==> config.mk <==
export PLATFORM = sky130hd
export DESIGN_NAME = clk_div_pulse_gate
export DESIGN_NICKNAME = d
export VERILOG_FILES = /design/src/rtl/clk_div_pkg.sv /design/src/rtl/tc_clk_gating.sv /design/src/rtl/clk_div_pulse_gate.sv
export SDC_FILE = /design/constraint.sdc
export NUM_CORES = 1
export LEC_CHECK = 0
export CORE_MARGIN = 2
export CORE_UTILIZATION = 59
export CTS_BUF_LIST = sky130_fd_sc_hd__clkbuf_4 sky130_fd_sc_hd__clkbuf_8
export DETAILED_ROUTE_END_ITERATION = 6
export PLACE_DENSITY = 0.87
export SETUP_SLACK_MARGIN = 0.4
export SYNTH_ARGS = -nofsm -noshare
export SYNTH_HDL_FRONTEND = slang
export SYNTH_SLANG_ARGS = --single-unit
==> constraint.sdc <==
create_clock -name clk_i -period 4.2 [get_ports clk_i]
set_input_delay 0.84 -clock clk_i [delete_from_list [all_inputs] [get_ports clk_i]]
set_output_delay 0.84 -clock clk_i [all_outputs]
set_load 0.02 [all_outputs]
==> src/rtl/clk_div_pkg.sv <==
// Shared types and constants for the pulse-clock divider.
package clk_div_pkg;

  typedef enum logic [1:0] {
    IDLE  = 2'd0,
    RUN   = 2'd1,
    DRAIN = 2'd2
  } div_state_e;

  localparam int DIV_WIDTH_DEFAULT = 8;
  localparam int PULSE_CNT_WIDTH   = 32;

endpackage

==> src/rtl/tc_clk_gating.sv <==
// Latch-based clock gate: enable is sampled while clk_i is low, so clk_o never glitches.
// test_en_i forces the gate open.
module tc_clk_gating (
  input  logic clk_i,
  input  logic en_i,
  input  logic test_en_i,
  output logic clk_o
);

  logic en_latched;

  always_latch begin
    if (!clk_i) en_latched <= en_i | test_en_i;
  end

  assign clk_o = clk_i & en_latched;

endmodule

==> src/rtl/clk_div_pulse_gate.sv <==
// Integer divider passing one clk_i high phase to clk_o every div_o cycles; tick_o is combinational.
// Divisor updates use valid/ready and are applied at period boundaries. Macro CLK_DIV_PULSE_CNT_EN adds pulse_cnt_o.
module clk_div_pulse_gate
  import clk_div_pkg::*;
#(
  parameter int DIV_WIDTH   = DIV_WIDTH_DEFAULT,
  parameter int DEFAULT_DIV = 1
) (
  input  logic                 clk_i,
  input  logic                 rst_i,
  input  logic                 en_i,
  input  logic                 test_en_i,
  input  logic [DIV_WIDTH-1:0] div_i,
  input  logic                 div_valid_i,
  output logic                 div_ready_o,
  output logic [DIV_WIDTH-1:0] div_o,
  output logic                 tick_o,
  output logic                 running_o,
  output logic                 clk_o
`ifdef CLK_DIV_PULSE_CNT_EN
  ,
  output logic [PULSE_CNT_WIDTH-1:0] pulse_cnt_o
`endif
);

  localparam logic [DIV_WIDTH-1:0] DIV_ONE = DIV_WIDTH'(1);
  localparam logic [DIV_WIDTH-1:0] DIV_RST = (DEFAULT_DIV == 0) ? DIV_ONE : DIV_WIDTH'(DEFAULT_DIV);

  div_state_e           state_q, state_d;
  logic [DIV_WIDTH-1:0] cnt_q, cnt_d;
  logic [DIV_WIDTH-1:0] div_q, div_d;
  logic [DIV_WIDTH-1:0] pend_q, pend_d;
  logic                 pend_v_q, pend_v_d;

  logic boundary;
  logic ge;
  logic accept;
  logic apply;
  logic [DIV_WIDTH-1:0] cnt_next;

  always_comb begin
    boundary = (cnt_q == div_q - DIV_ONE);
    ge       = (state_q == RUN) && en_i && boundary;
    accept   = div_valid_i && !pend_v_q;
    // IDLE applies at once; a running divider waits for its period to finish.
    apply    = pend_v_q && ((state_q == IDLE) || boundary);
    cnt_next = boundary ? '0 : cnt_q + DIV_ONE;

    state_d = state_q;
    cnt_d   = cnt_q;
    unique case (state_q)
      IDLE: begin
        cnt_d = '0;
        if (en_i) state_d = RUN;
      end
      RUN: begin
        cnt_d = cnt_next;
        if (!en_i) begin
          state_d = boundary ? IDLE : DRAIN;
          if (boundary) cnt_d = '0;
        end
      end
      DRAIN: begin
        cnt_d = cnt_next;
        if (en_i) begin
          state_d = RUN;
        end else if (boundary) begin
          state_d = IDLE;
          cnt_d   = '0;
        end
      end
      default: begin
        state_d = IDLE;
        cnt_d   = '0;
      end
    endcase

    div_d    = div_q;
    pend_d   = pend_q;
    pend_v_d = pend_v_q;
    if (apply) begin
      div_d    = pend_q;
      cnt_d    = '0;
      pend_v_d = 1'b0;
    end
    if (accept) begin
      pend_d   = (div_i == '0) ? DIV_ONE : div_i;
      pend_v_d = 1'b1;
    end
  end

  always_ff @(posedge clk_i or posedge rst_i) begin
    if (rst_i) begin
      state_q  <= IDLE;
      cnt_q    <= '0;
      div_q    <= DIV_RST;
      pend_q   <= DIV_ONE;
      pend_v_q <= 1'b0;
    end else begin
      state_q  <= state_d;
      cnt_q    <= cnt_d;
      div_q    <= div_d;
      pend_q   <= pend_d;
      pend_v_q <= pend_v_d;
    end
  end

`ifdef CLK_DIV_PULSE_CNT_EN
  logic [PULSE_CNT_WIDTH-1:0] pulse_cnt_q, pulse_cnt_d;

  always_comb begin
    pulse_cnt_d = pulse_cnt_q;
    if (apply) begin
      pulse_cnt_d = '0;
    end else if (ge) begin
      pulse_cnt_d = pulse_cnt_q + PULSE_CNT_WIDTH'(1);
    end
  end

  always_ff @(posedge clk_i or posedge rst_i) begin
    if (rst_i) pulse_cnt_q <= '0;
    else       pulse_cnt_q <= pulse_cnt_d;
  end

  assign pulse_cnt_o = pulse_cnt_q;
`endif

  assign div_ready_o = !pend_v_q;
  assign div_o       = div_q;
  assign tick_o      = ge;
  assign running_o   = (state_q != IDLE);

  tc_clk_gating u_clk_gate (
    .clk_i     (clk_i),
    .en_i      (ge),
    .test_en_i (test_en_i),
    .clk_o     (clk_o)
  );

endmodule

# Word level (Yosys, flattened, before mapping)
# Index checks and enable logic that the tools add are counted.
totals:
  register_bits: 27
  out_inout_bits: 12
  in_bits: 13
  wordCells: 43
  latch_bits: 1
op_classes:
  n_reduce_logical: 12
  n_bitwise: 2
  mux: 15
  n_eq_ne: 6
  add_sub_neg: 2
op_table:
  columns: ["operator", "count"]
  rows:
  - ["2-to-1 mux 8 bit", 6]
  - ["2-to-1 mux 2 bit", 5]
  - ["adder 8 x 1 -> 8 bit (second input constant)", 1]
  - ["== test 8 bit", 1]
  - ["zero test 8 bit", 1]
  - ["subtractor 8 x 1 -> 8 bit (second input constant)", 1]
  - ["case mux 2 bit (3 select lines)", 1]
  - ["logical AND 1 bit", 4]
  - ["!= test 2 bit (second input constant)", 2]
  - ["nonzero test 2 bit", 2]
  - ["2-to-1 mux 1 bit", 3]
  - ["!= test 3 bit (second input constant)", 1]
  - ["AND reduction 3 bit", 1]
  - ["== test 2 x 1 -> 1 bit (second input constant)", 1]
  - ["== test 2 bit (second input constant)", 1]
  - ["zero test 2 bit", 1]
  - ["OR reduction 2 bit", 1]
  - ["bitwise AND 1 bit", 1]
  - ["zero test 1 bit", 1]
  - ["logical OR 1 bit", 1]
  - ["OR 1 bit", 1]

# Logic depth before layout (Yosys ltp)
# Gate-level depths: netlist of run 1.
logic_depth:
  depth_word: 7
  mapped_depth: 8
  ltp_nobuf: 8

# Hierarchy
# From an unflattened synthesis of run 1, not the netlist that was laid out.
unflattened:
  cells_unflattened: 134
  hier_area_um2: 1544.0
modules_own_cells:
  columns: ["module", "cells_each", "seq_area_each_um2", "area_per_inst_um2", "instances"]
  rows:
  - ["clk_div_pulse_gate", 131, 678.2, 1516.5, 1]
  - ["tc_clk_gating", 3, 0.0, 27.5, 1]

==> metrics.csv, run 1 <==
stage,metric,value,unit
sta,Hold Fails Final Rpt,0,
placed_design,PortBufs,24,
synth,Post-synth EDFFs,0,
synth,ys async rst share,0.964,
final_layout,# diodes,0,
worst_setup_path,R2R Setup Slk,0.02,ns
sta,RSZ-0062 raised after global routing,true,
synth,post-synthesis cell area,1490,um^2
floorplan,die area,2940,um^2
sta,Worst Hold Margin,0.487,ns
synth,Synth Area in Adders,0.0504,
sta,worst slew pin tran,1.02,ns
global_route,GR Overflow Total,0,
global_route,antenna violations before repair,0,
final_layout,share of cells above drive strength 1,0.278,
final_layout,Nets,196,
sta,Final Max Tran Viols,0,
worst_setup_path,Worst Setup EP,u_clk_gate.en_latched,
run_status,outcome,"finished, final reports clean",
global_route,vias in the first global route,1225,
placed_design,DPL Wire Length,2360,um
global_route,GR Util All Layers,0.265,
synth,yosys warns,0,
synth,Synth Area in Compound Gates,0.0891,
routing,post-route ant nets,0,
routing,final WL,3440,um
sta,clk_skew,0.0139,ns
placed_design,Placed Area,1800,um^2
routing,drt pass-1 iters,4,
routing,Vias,1202,
sta,Finish-stage setup viols,0,
power,Max rail drop VDD,0.000570,V
clock_network,Clock Pin Slew Worst Setup and Hold Paths,0.16,ns
routing,DRC,0,
floorplan,core footprint,2430,um^2
routing,DR iter-0 viols,21,
worst_setup_path,crit start category,flop,
worst_setup_path,CP endpoint kind,latch,
sta,Max-Slew Margin vs Limit,0.319,
power,static leakage,0.858,nW
placed_design,Placed Cells,193,
synth,Synth Instances,136,
global_route,first-pass GRT wire length,5360,um
final_layout,post-route insts no fill,206,
worst_setup_path,Setup crit start,div_o[1],
routing,DR top layer,met4,
placed_design,Routability Congestion,0.804,
routing,met1 WL,1290,um
floorplan,Initial Util,0.612,
clock_network,clock latency at the later pin of the worst-skew pair,0.44,ns
placed_design,pre-CTS setup slack,0.0282,ns
global_route,pin count of the biggest net entering global routing,28,
power,Tot Pwr,1.51,mW
synth,post-synthesis xor/xnor area fraction,0.0941,
floorplan,FP Rows,18,
run,MaxCap Viol Count,0,
worst_setup_path,Reg2Reg Depth,6,
routing,DR WL met3,144,um
synth,synth top area cells,"dfrtp_1 42%, mux2_2 11%, xor2_1 5.9%, ha_1 5.0%, dfstp_2 3.5%",
sta,final worst slack,0.0187,ns
synth,post-synthesis mux area share,0.113,
sta,Setup TNS,0,ns
routing,WL met2,1900,um
worst_hold_path,Worst Hold Class,flop to flop,
worst_setup_path,R2R Path End,u_clk_gate.en_latched,
routing,WL/cell,16.7,um
routing,via/cell ratio,5.83,
synth,count of cell types in the netlist,34,
power,power density of the placed cells,762,nW/um^2
final_layout,final design area excluding fillers,1980,um^2
worst_setup_path,Worst Path Required,2.54,ns
synth,Synth Area in Simple Gates,0.157,
synth,"Top FF cell, synth",dfrtp_1,
final_layout,Layout Utilization,0.813,
synth,largest family of logic cells by synthesized area,simple AND/OR/NAND/NOR gates,
floorplan,# IOs,25,
synth,Synth Register Bits,28,
worst_setup_path,critical path class,flop to latch,
worst_setup_path,Worst EP arrival,2.52,ns
worst_setup_path,worst-path maximum fanout,3,
clock_network,hold_buf cts,0,
synth,Syn Nets,155,
synth,Synth top area share,0.420,
synth,syn_area_per_cell,10.9,um^2
floorplan,die width,54.2,um
worst_setup_path,worst r2r src,div_o[1],
final_layout,area grow syn2layout,32.8,%
clock_network,CTS tree,built,
synth,"area leader, netlist",dfrtp_1,
floorplan,Die Ht,54.2,um
==> state kept, by name, summed over array words and instances (netlist names) <==
register               cells
pend_q                     8
div_o                      8
u_clk_gate.en_latched      1
state_q                    2
cnt_q                      8
pend_v_q                   1
==> cell type report <==
cell class	count	area [um^2]
clock buffer	7	56.3
tap	30	37.5
clock inverter	1	30.0
fill	142	455
sequential	28	694
inverter	10	37.5
timing repair buffer	34	312
multi-input combinational	96	810
==> worst max-delay path: stages (launching register included) <==
cell and delay (ns):
dfrtp_1 0.44, or4_4 0.57, nor4b_2 0.22, o21ai_1 0.12, a2111oi_4 0.40, nor2b_4 0.22
or2_4 0.12
==> routing by layer <==
| metal | track usage | vias to the layer above |
|---|---|---|
| met1 | 0.291 | 597 |
| met5 | 0 | - |
| li1 | - | 559 |
| met3 | 0.0574 | 10 |
| met2 | 0.456 | 36 |
| met4 | 0.179 | 0 |
==> cells in the mapped netlist (all sizes together), types with 2 or more instances <==
cell / count
and3: 2
xor2: 10
o31ai: 3
mux2: 15
nor3: 2
dfrtp: 25
nand2b: 2
dfstp: 2
nand3: 7
nor4b: 2
o21ai: 4
xnor2: 6
inv: 10
a21oi: 3
nor2: 12
nor4: 3
clkbuf: 2
ha: 6
nand2: 6
==> cells by family after synthesis <==
| logic type | Yosys count |
|---|---|
| AO/OA/AOI/OAI | 15 |
| XOR/XNOR | 16 |
| adder cells (fa/ha/maj) | 6 |
| buffers and inverters | 12 |
| flip-flops | 27 |
| latches | 1 |
| multiplexers | 15 |
| AND/OR/NAND/NOR | 44 |
==> placed cells by master (no fill, tap or decap), types with 2 or more instances in the layout <==
master,count
dfrtp_1,25
o31ai_1,3
nor3_1,2
nand3_1,7
nor2_1,12
nor4_1,2
inv_1,9
ha_1,5
xor2_1,10
nand2b_1,2
clkbuf_4,6
a21oi_1,3
nand2_1,6
buf_4,11
xnor2_1,6
and3_1,2
dfstp_2,2
o21ai_0,2
mux2_2,15
clkdlybuf4s50_1,22
==> what timing repair did <==
action / 4_1_cts / 5_1_grt
setup buffers: 6 / 0
gates resized for setup: 19 / 2
endpoints found under the setup margin: 4 / 4
pin swaps: 5 / 0
==> where the power goes <==
group          total [mW]  internal [mW]  leakage, nW  switching [mW]
combinational       0.766          0.389        0.464           0.377
sequential          0.491          0.376        0.342           0.115
clock               0.249          0.144       0.0524           0.105
total                1.51          0.909        0.858           0.597
==> how the worst min path moves through the flow <==
stage                   start         to  slack [ns]  cells past startpoint
floorplan           pend_q[0]  pend_q[0]        0.46                      2
global placement    pend_q[0]  pend_q[0]        0.47                      2
detailed placement  pend_q[0]  pend_q[0]        0.47                      2
CTS                 pend_q[0]  pend_q[0]        0.50                      2
global route        pend_q[0]  pend_q[0]        0.51                      2
finish              pend_q[0]  pend_q[0]        0.49                      2
Power figures use the tool's default switching activity.
==> run 2, diff against run 1 <==
--- a/config.mk
+++ b/config.mk
@@ -5,11 +5,13 @@
 export SDC_FILE = /design/constraint.sdc
 export NUM_CORES = 1
 export LEC_CHECK = 0
+export ABC_AREA = 1
 export CORE_MARGIN = 2
-export CORE_UTILIZATION = 59
+export CORE_UTILIZATION = 56
 export CTS_BUF_LIST = sky130_fd_sc_hd__clkbuf_4 sky130_fd_sc_hd__clkbuf_8
 export DETAILED_ROUTE_END_ITERATION = 6
-export PLACE_DENSITY = 0.87
+export GPL_TIMING_DRIVEN = 1
+export PLACE_DENSITY = 0.82
 export SETUP_SLACK_MARGIN = 0.4
 export SYNTH_ARGS = -nofsm -noshare
 export SYNTH_HDL_FRONTEND = slang
==> constraint.sdc (replaced) <==
create_clock -name clk_i -period 4.3 [get_ports clk_i]
set_input_delay 0.86 -clock clk_i [delete_from_list [all_inputs] [get_ports clk_i]]
set_output_delay 0.86 -clock clk_i [all_outputs]
set_load 0.02 [all_outputs]
==> run 2 against run 1 <==
  * First-iteration DRC count is 110% higher
  * Sequential power decreased by 3%
  * Clock skew down 0.0037 ns
  * Synthesized cell count is 54% higher
  * Critical path type is now latch to output pin
  * Critical endpoint is now clk_o
  * Largest cell class unchanged
  * Largest power group unchanged
==> metrics.csv, run 2 <==
stage,metric,value,unit,change
floorplan,FP Rows,19,,was 18
placed_design,DPL Wire Length,2370,um,was 2360 um
power,power density of the placed cells,673,nW/um^2,was 762 nW/um^2
worst_setup_path,Worst Path Required,3.44,ns,was 2.54 ns
synth,Synth top area share,0.377,,was 0.420
final_layout,area grow syn2layout,21.1,%,was 32.8%
worst_hold_path,Worst Hold Class,flop to flop,,unchanged
synth,Synth Register Bits,28,,unchanged
worst_setup_path,crit start category,latch,,was flop
global_route,GR Util met2,0.340,,was 0.456
final_layout,final design area excluding fillers,2010,um^2,was 1980 um^2
synth,"area leader, netlist",dfrtp_1,,unchanged
sta,clk_skew,0.0102,ns,was 0.0139 ns
clock_network,Clock Pin Slew Worst Setup and Hold Paths,0.14,ns,was 0.16 ns
routing,drt pass-1 iters,4,,unchanged
routing,Vias,1380,,was 1202
run_status,outcome,"finished, final reports clean",,unchanged
final_layout,# diodes,0,,unchanged
worst_setup_path,Worst EP arrival,3.22,ns,was 2.52 ns
global_route,antenna violations before repair,0,,unchanged
synth,Synth Instances,209,,was 136
routing,WL/cell,12.0,um,was 16.7 um
global_route,GRT met1 Usage,0.273,,was 0.291
placed_design,PortBufs,24,,unchanged
routing,via/cell ratio,5.13,,was 5.83
final_layout,Storage cell area,693,um^2,was 694 um^2
worst_setup_path,worst r2r src,div_o[0],,was div_o[1]
worst_setup_path,Reg2Reg Depth,12,,was 6
synth,post-synthesis cell area,1660,um^2,was 1490 um^2
global_route,GR Util All Layers,0.211,,was 0.265
power,Max rail drop VDD,0.000546,V,was 0.000570 V
routing,final WL,3240,um,was 3440 um
floorplan,die width,58.5,um,was 54.2 um
sta,worst slew pin tran,1.02,ns,about the same
synth,Post-synth EDFFs,0,,unchanged
floorplan,die area,3420,um^2,was 2940 um^2
global_route,GR Overflow Total,0,,unchanged
routing,DR iter-0 viols,45,,was 21
power,Tot Pwr,1.35,mW,was 1.51 mW
worst_setup_path,CP peak stage delay,0.42,ns,was 0.57 ns
synth,Syn Nets,228,,was 155
final_layout,share of cells above drive strength 1,0.147,,was 0.278
routing,DRC,0,,unchanged
global_route,pin count of the biggest net entering global routing,28,,unchanged
final_layout,Multi-input gate area,875,um^2,was 810 um^2
synth,ys async rst share,0.964,,unchanged
synth,synth top area cells,"dfrtp_1 38%, nand2_1 13%, nand3_1 5.7%, inv_1 5.4%, xor2_1 4.7%",,"was dfrtp_1 42%, mux2_2 11%, xor2_1 5.9%, ha_1 5.0%, dfstp_2 3.5%"
worst_setup_path,R2R Path End,u_clk_gate.en_latched,,unchanged
final_layout,FILL cells,225,,was 142
global_route,vias in the first global route,1274,,was 1225
sta,Finish-stage setup viols,0,,unchanged
synth,"Top FF cell, synth",dfrtp_1,,unchanged
worst_setup_path,Worst Setup EP,clk_o,,was u_clk_gate.en_latched
synth,"count leader, synth",nand2_1,,was dfrtp_1
synth,syn_area_per_cell,7.95,um^2,was 10.9 um^2
global_route,met3 Usage GRT,0.0418,,was 0.0574
routing,post-route ant nets,0,,unchanged
worst_setup_path,critical path class,latch to output pin,,was flop to latch
worst_setup_path,"Slowest-stage cell, CP",dlxtn_1,,was or4_4
sta,Final Max Tran Viols,0,,unchanged
sta,Max-Slew Margin vs Limit,0.322,,was 0.319
final_layout,"most common cell after layout, fill and taps aside",nand2_1,,was dfrtp_1
synth,top post-synthesis cells by count,"59 x nand2_1, 25 x dfrtp_1, 24 x inv_1, 20 x nor2_1, 19 x nand3_1",,"was 25 x dfrtp_1, 15 x mux2_2, 12 x nor2_1, 10 x inv_1, 10 x xor2_1"
sta,RSZ-0062 raised after global routing,true,,unchanged
placed_design,Routability Congestion,0.817,,was 0.804
sta,Hold Fails Final Rpt,0,,unchanged
global_route,first-pass GRT wire length,5390,um,was 5360 um
global_route,global routing's busiest layer,met2,,unchanged
power,static leakage,1.01,nW,was 0.858 nW
synth,yosys warns,0,,unchanged
worst_setup_path,worst path cell trace,nand2_1 -> inv_1 -> buf_6,,was or4_4 -> nor4b_2 -> o21ai_1 -> a2111oi_4 -> nor2b_4 -> or2_4
final_layout,most frequent cells in the layout,"58 x nand2_1, 25 x dfrtp_1, 23 x clkdlybuf4s50_1",,"was 25 x dfrtp_1, 22 x clkdlybuf4s50_1, 15 x mux2_2"
synth,count of cell types in the netlist,30,,was 34
floorplan,Initial Util,0.597,,was 0.612
clock_network,clock latency at the later pin of the worst-skew pair,0.44,ns,about the same
clock_network,CTS tree,built,,unchanged
worst_setup_path,Setup crit start,u_clk_gate.en_latched,,was div_o[1]
worst_setup_path,worst-path maximum fanout,1,,was 3
final_layout,Layout Utilization,0.723,,was 0.813
floorplan,# IOs,25,,unchanged
run,MaxCap Viol Count,0,,unchanged
floorplan,core footprint,2780,um^2,was 2430 um^2
sta,Setup TNS,0,ns,unchanged
worst_setup_path,R2R Setup Slk,0.50,ns,was 0.02 ns
worst_setup_path,CP endpoint kind,output pin,,was latch
placed_design,Placed Area,1940,um^2,was 1800 um^2
floorplan,Die Ht,58.5,um,was 54.2 um
final_layout,Nets,258,,was 196
## run 2: final cells by class
class | count | share of cell area
multi-input combinational | 152 | 0.435
sequential | 28 | 0.345
timing repair buffer | 25 | 0.122
inverter | 24 | 0.0460
clock buffer | 8 | 0.0317
tap | 31 | 0.0193
clock inverter | 1 | 0.00187
## run 2: logic make-up after synthesis
group	share of synthesized area
AO/OA/AOI/OAI	0.0437
XOR/XNOR	0.0580
AND/OR/NAND/NOR	0.337
multiplexers	0.0271
buffers and inverters	0.0715
flip-flops	0.408
adder cells (fa/ha/maj)	0.0452
latches	0.00903
## run 2: worst min-delay path by stage
stage                         start         to  slack [ns]  cells past startpoint
after global routing      pend_q[1]  pend_q[1]        0.53                      2
after CTS                 pend_q[0]  pend_q[0]        0.50                      2
after floorplan           pend_q[3]  pend_q[3]        0.45                      2
final                     pend_q[0]  pend_q[0]        0.50                      2
after detailed placement  pend_q[2]  pend_q[2]        0.48                      2
after global placement    pend_q[1]  pend_q[1]        0.47                      2
## run 2: routing by layer
| layer | share of wire | wire length, um |
|---|---|---|
| met2 | 0.47 | 1510 |
| met4 | 0.012 | 40 |
| met1 | 0.48 | 1560 |
| met3 | 0.040 | 131 |
| met5 | 0 | 0 |
## run 2: stage by stage
step | hold WS (ns) | worst slack (ns) | std cells
detailed placement | 0.478 | 0.251 | 260
CTS | 0.502 | 0.202 | 268
global route | 0.529 | 0.156 | 269
finish | 0.497 | 0.215 | 269
global placement | 0.472 | 0.261 | 260
floorplan | 0.454 | 0.353 | 209
## run 2: timing repair
item | 4_1_cts | 5_1_grt
buffers inserted | 1 | 1
setup endpoints to repair | 3 | 3
gates resized for setup | 6 | 3
hold buffers | 0 | 0
pin swaps | 1 | 7
## run 2: power by group
part           switching (mW)  internal [mW]
logic                   0.403          0.297
registers               0.114          0.360
clock network          0.0969         0.0845
## run 2: worst max-delay path: cells and delay by family (launching register included)
family / cells / cell delay (ns)
latches: 1 / 0.42
buffers and inverters: 2 / 0.17
AND/OR/NAND/NOR: 1 / 0.05
==> run 3, diff against run 2 <==
--- a/config.mk
+++ b/config.mk
@@ -13,6 +13,7 @@
 export GPL_TIMING_DRIVEN = 1
 export PLACE_DENSITY = 0.82
 export SETUP_SLACK_MARGIN = 0.4
+export SLEW_MARGIN = 30
 export SYNTH_ARGS = -nofsm -noshare
 export SYNTH_HDL_FRONTEND = slang
 export SYNTH_SLANG_ARGS = --single-unit
==> run 3 against run 2 <==
  * Flip-flop and latch count unchanged
  * Largest power group unchanged
  * Critical path type unchanged
  * Clock skew hardly changed
  * Critical path depth did not move
  * Sequential power hardly changed
  * Setup slack worse by 0.00052 ns
  * Power is essentially flat
  * Non-clock buffer count unchanged
==> metrics.csv, run 3 (synthesis results as in run 2) <==
stage,metric,value,unit,change
global_route,GR Util All Layers,0.211,,about the same
placed_design,Routability Congestion,0.817,,unchanged
final_layout,post-route insts no fill,269,,unchanged
floorplan,FP Rows,19,,unchanged
sta,RSZ-0062 raised after global routing,true,,unchanged
final_layout,area grow syn2layout,21.1,%,unchanged
clock_network,CTS tree,built,,unchanged
worst_setup_path,Worst Setup EP,clk_o,,unchanged
power,Tot Pwr,1.36,mW,was 1.35 mW
worst_setup_path,crit start category,latch,,unchanged
floorplan,die width,58.5,um,unchanged
floorplan,Initial Util,0.597,,unchanged
sta,final worst slack,0.215,ns,about the same
worst_setup_path,R2R Path End,u_clk_gate.en_latched,,unchanged
routing,Vias,1381,,was 1380
worst_setup_path,CP peak stage delay,0.42,ns,about the same
run,MaxCap Viol Count,0,,unchanged
worst_setup_path,worst path cell trace,nand2_1 -> inv_1 -> buf_6,,unchanged
final_layout,# diodes,0,,unchanged
routing,DR iter-0 viols,42,,was 45
sta,worst slew pin tran,0.563,ns,was 1.02 ns
routing,post-route ant nets,0,,unchanged
routing,drt pass-1 iters,4,,unchanged
routing,via/cell ratio,5.13,,about the same
power,power density of the placed cells,674,nW/um^2,was 673 nW/um^2
global_route,first-pass GRT wire length,5380,um,was 5390 um
sta,Finish-stage setup viols,0,,unchanged
sta,Setup TNS,0,ns,unchanged
sta,Max-Slew Margin vs Limit,0.624,,was 0.322
placed_design,DPL Wire Length,2370,um,unchanged
routing,DRC,0,,unchanged
floorplan,die area,3420,um^2,unchanged
final_layout,Layout Utilization,0.723,,unchanged
worst_setup_path,critical path class,latch to output pin,,unchanged
placed_design,PortBufs,24,,unchanged
floorplan,Die Ht,58.5,um,unchanged
final_layout,share of cells above drive strength 1,0.151,,was 0.147
worst_setup_path,"Slowest-stage cell, CP",dlxtn_1,,unchanged
placed_design,Placed Cells,260,,unchanged
worst_setup_path,Setup crit start,u_clk_gate.en_latched,,unchanged
routing,WL/cell,12.0,um,about the same
worst_hold_path,Worst Hold Class,flop to flop,,unchanged
final_layout,most frequent cells in the layout,"58 x nand2_1, 25 x dfrtp_1, 23 x clkdlybuf4s50_1",,unchanged
global_route,pin count of the biggest net entering global routing,28,,unchanged
run_status,outcome,"finished, final reports clean",,unchanged
floorplan,# IOs,25,,unchanged
clock_network,clock latency at the later pin of the worst-skew pair,0.44,ns,about the same
worst_setup_path,Reg2Reg Depth,12,,unchanged
final_layout,"most common cell after layout, fill and taps aside",nand2_1,,unchanged
final_layout,Nets,258,,unchanged
worst_hold_path,hold path start,pend_q[0],,unchanged
worst_setup_path,Worst EP arrival,3.23,ns,was 3.22 ns
power,Max rail drop VDD,0.000547,V,was 0.000546 V
global_route,GR Overflow Total,0,,unchanged
routing,final WL,3230,um,was 3240 um
sta,clk_skew,0.0104,ns,was 0.0102 ns
placed_design,pre-CTS setup slack,0.251,ns,unchanged
floorplan,core footprint,2780,um^2,unchanged
worst_setup_path,Worst Path Required,3.44,ns,about the same
worst_setup_path,worst-path maximum fanout,1,,unchanged
sta,Final Max Tran Viols,0,,unchanged
worst_setup_path,CP endpoint kind,output pin,,unchanged
global_route,antenna violations before repair,0,,unchanged
clock_network,Clock Pin Slew Worst Setup and Hold Paths,0.14,ns,about the same
worst_setup_path,R2R Setup Slk,0.50,ns,about the same
global_route,vias in the first global route,1275,,was 1274
worst_setup_path,worst r2r src,div_o[0],,unchanged
sta,Hold Fails Final Rpt,0,,unchanged
power,static leakage,1.00,nW,was 1.01 nW
## run 3: power by group
group | switching [mW] | internal (mW) | total [mW]
registers | 0.114 | 0.360 | 0.474
clock network | 0.0971 | 0.0845 | 0.182
logic | 0.403 | 0.297 | 0.700
total | 0.614 | 0.741 | 1.36
## run 3: layout make-up
| class | count | area, um^2 |
|---|---|---|
| Fill cell | 225 | 769 |
| Multi-Input combinational cell | 152 | 875 |
| Inverter | 24 | 92.6 |
| Sequential cell | 28 | 693 |
| Tap cell | 31 | 38.8 |
| Clock inverter | 1 | 3.75 |
| Clock buffer | 8 | 63.8 |
| Timing Repair Buffer | 25 | 245 |
## run 3: critical path, delay by kind of cell (launching register included)
kind	cells	cell delay, ns
latches	1	0.42
buffers and inverters	2	0.17
AND/OR/NAND/NOR	1	0.05
## run 3: how the worst min path moves through the flow
stage	end	cells past startpoint
2_1_floorplan	pend_q[3]	2
3_3_place_gp	pend_q[1]	2
3_5_place_dp	pend_q[2]	2
4_1_cts	pend_q[0]	2
5_1_grt	pend_q[1]	2
6_report	pend_q[0]	2
## run 3: metrics by stage
step / cell area, um^2 / hold WS [ns]
finish: 2010 / 0.497
global route: 2010 / 0.529
CTS: 2000 / 0.502
detailed placement: 1940 / 0.478
global placement: 1940 / 0.472
floorplan: 1680 / 0.454
## run 3: metal layers
metal | wire [um] | global-route usage
met5 | 0 | 0
met1 | 1550 | 0.271
met2 | 1510 | 0.340
met3 | 131 | 0.0418
met4 | 40 | 0.103
## run 3: timing repair
| action | CTS | global route |
|---|---|---|
| resized for setup | 6 | 3 |
| hold buffers | 0 | 0 |
| endpoints found under the setup margin | 3 | 3 |
| pin swaps | 1 | 7 |
| setup buffers | 1 | 1 |
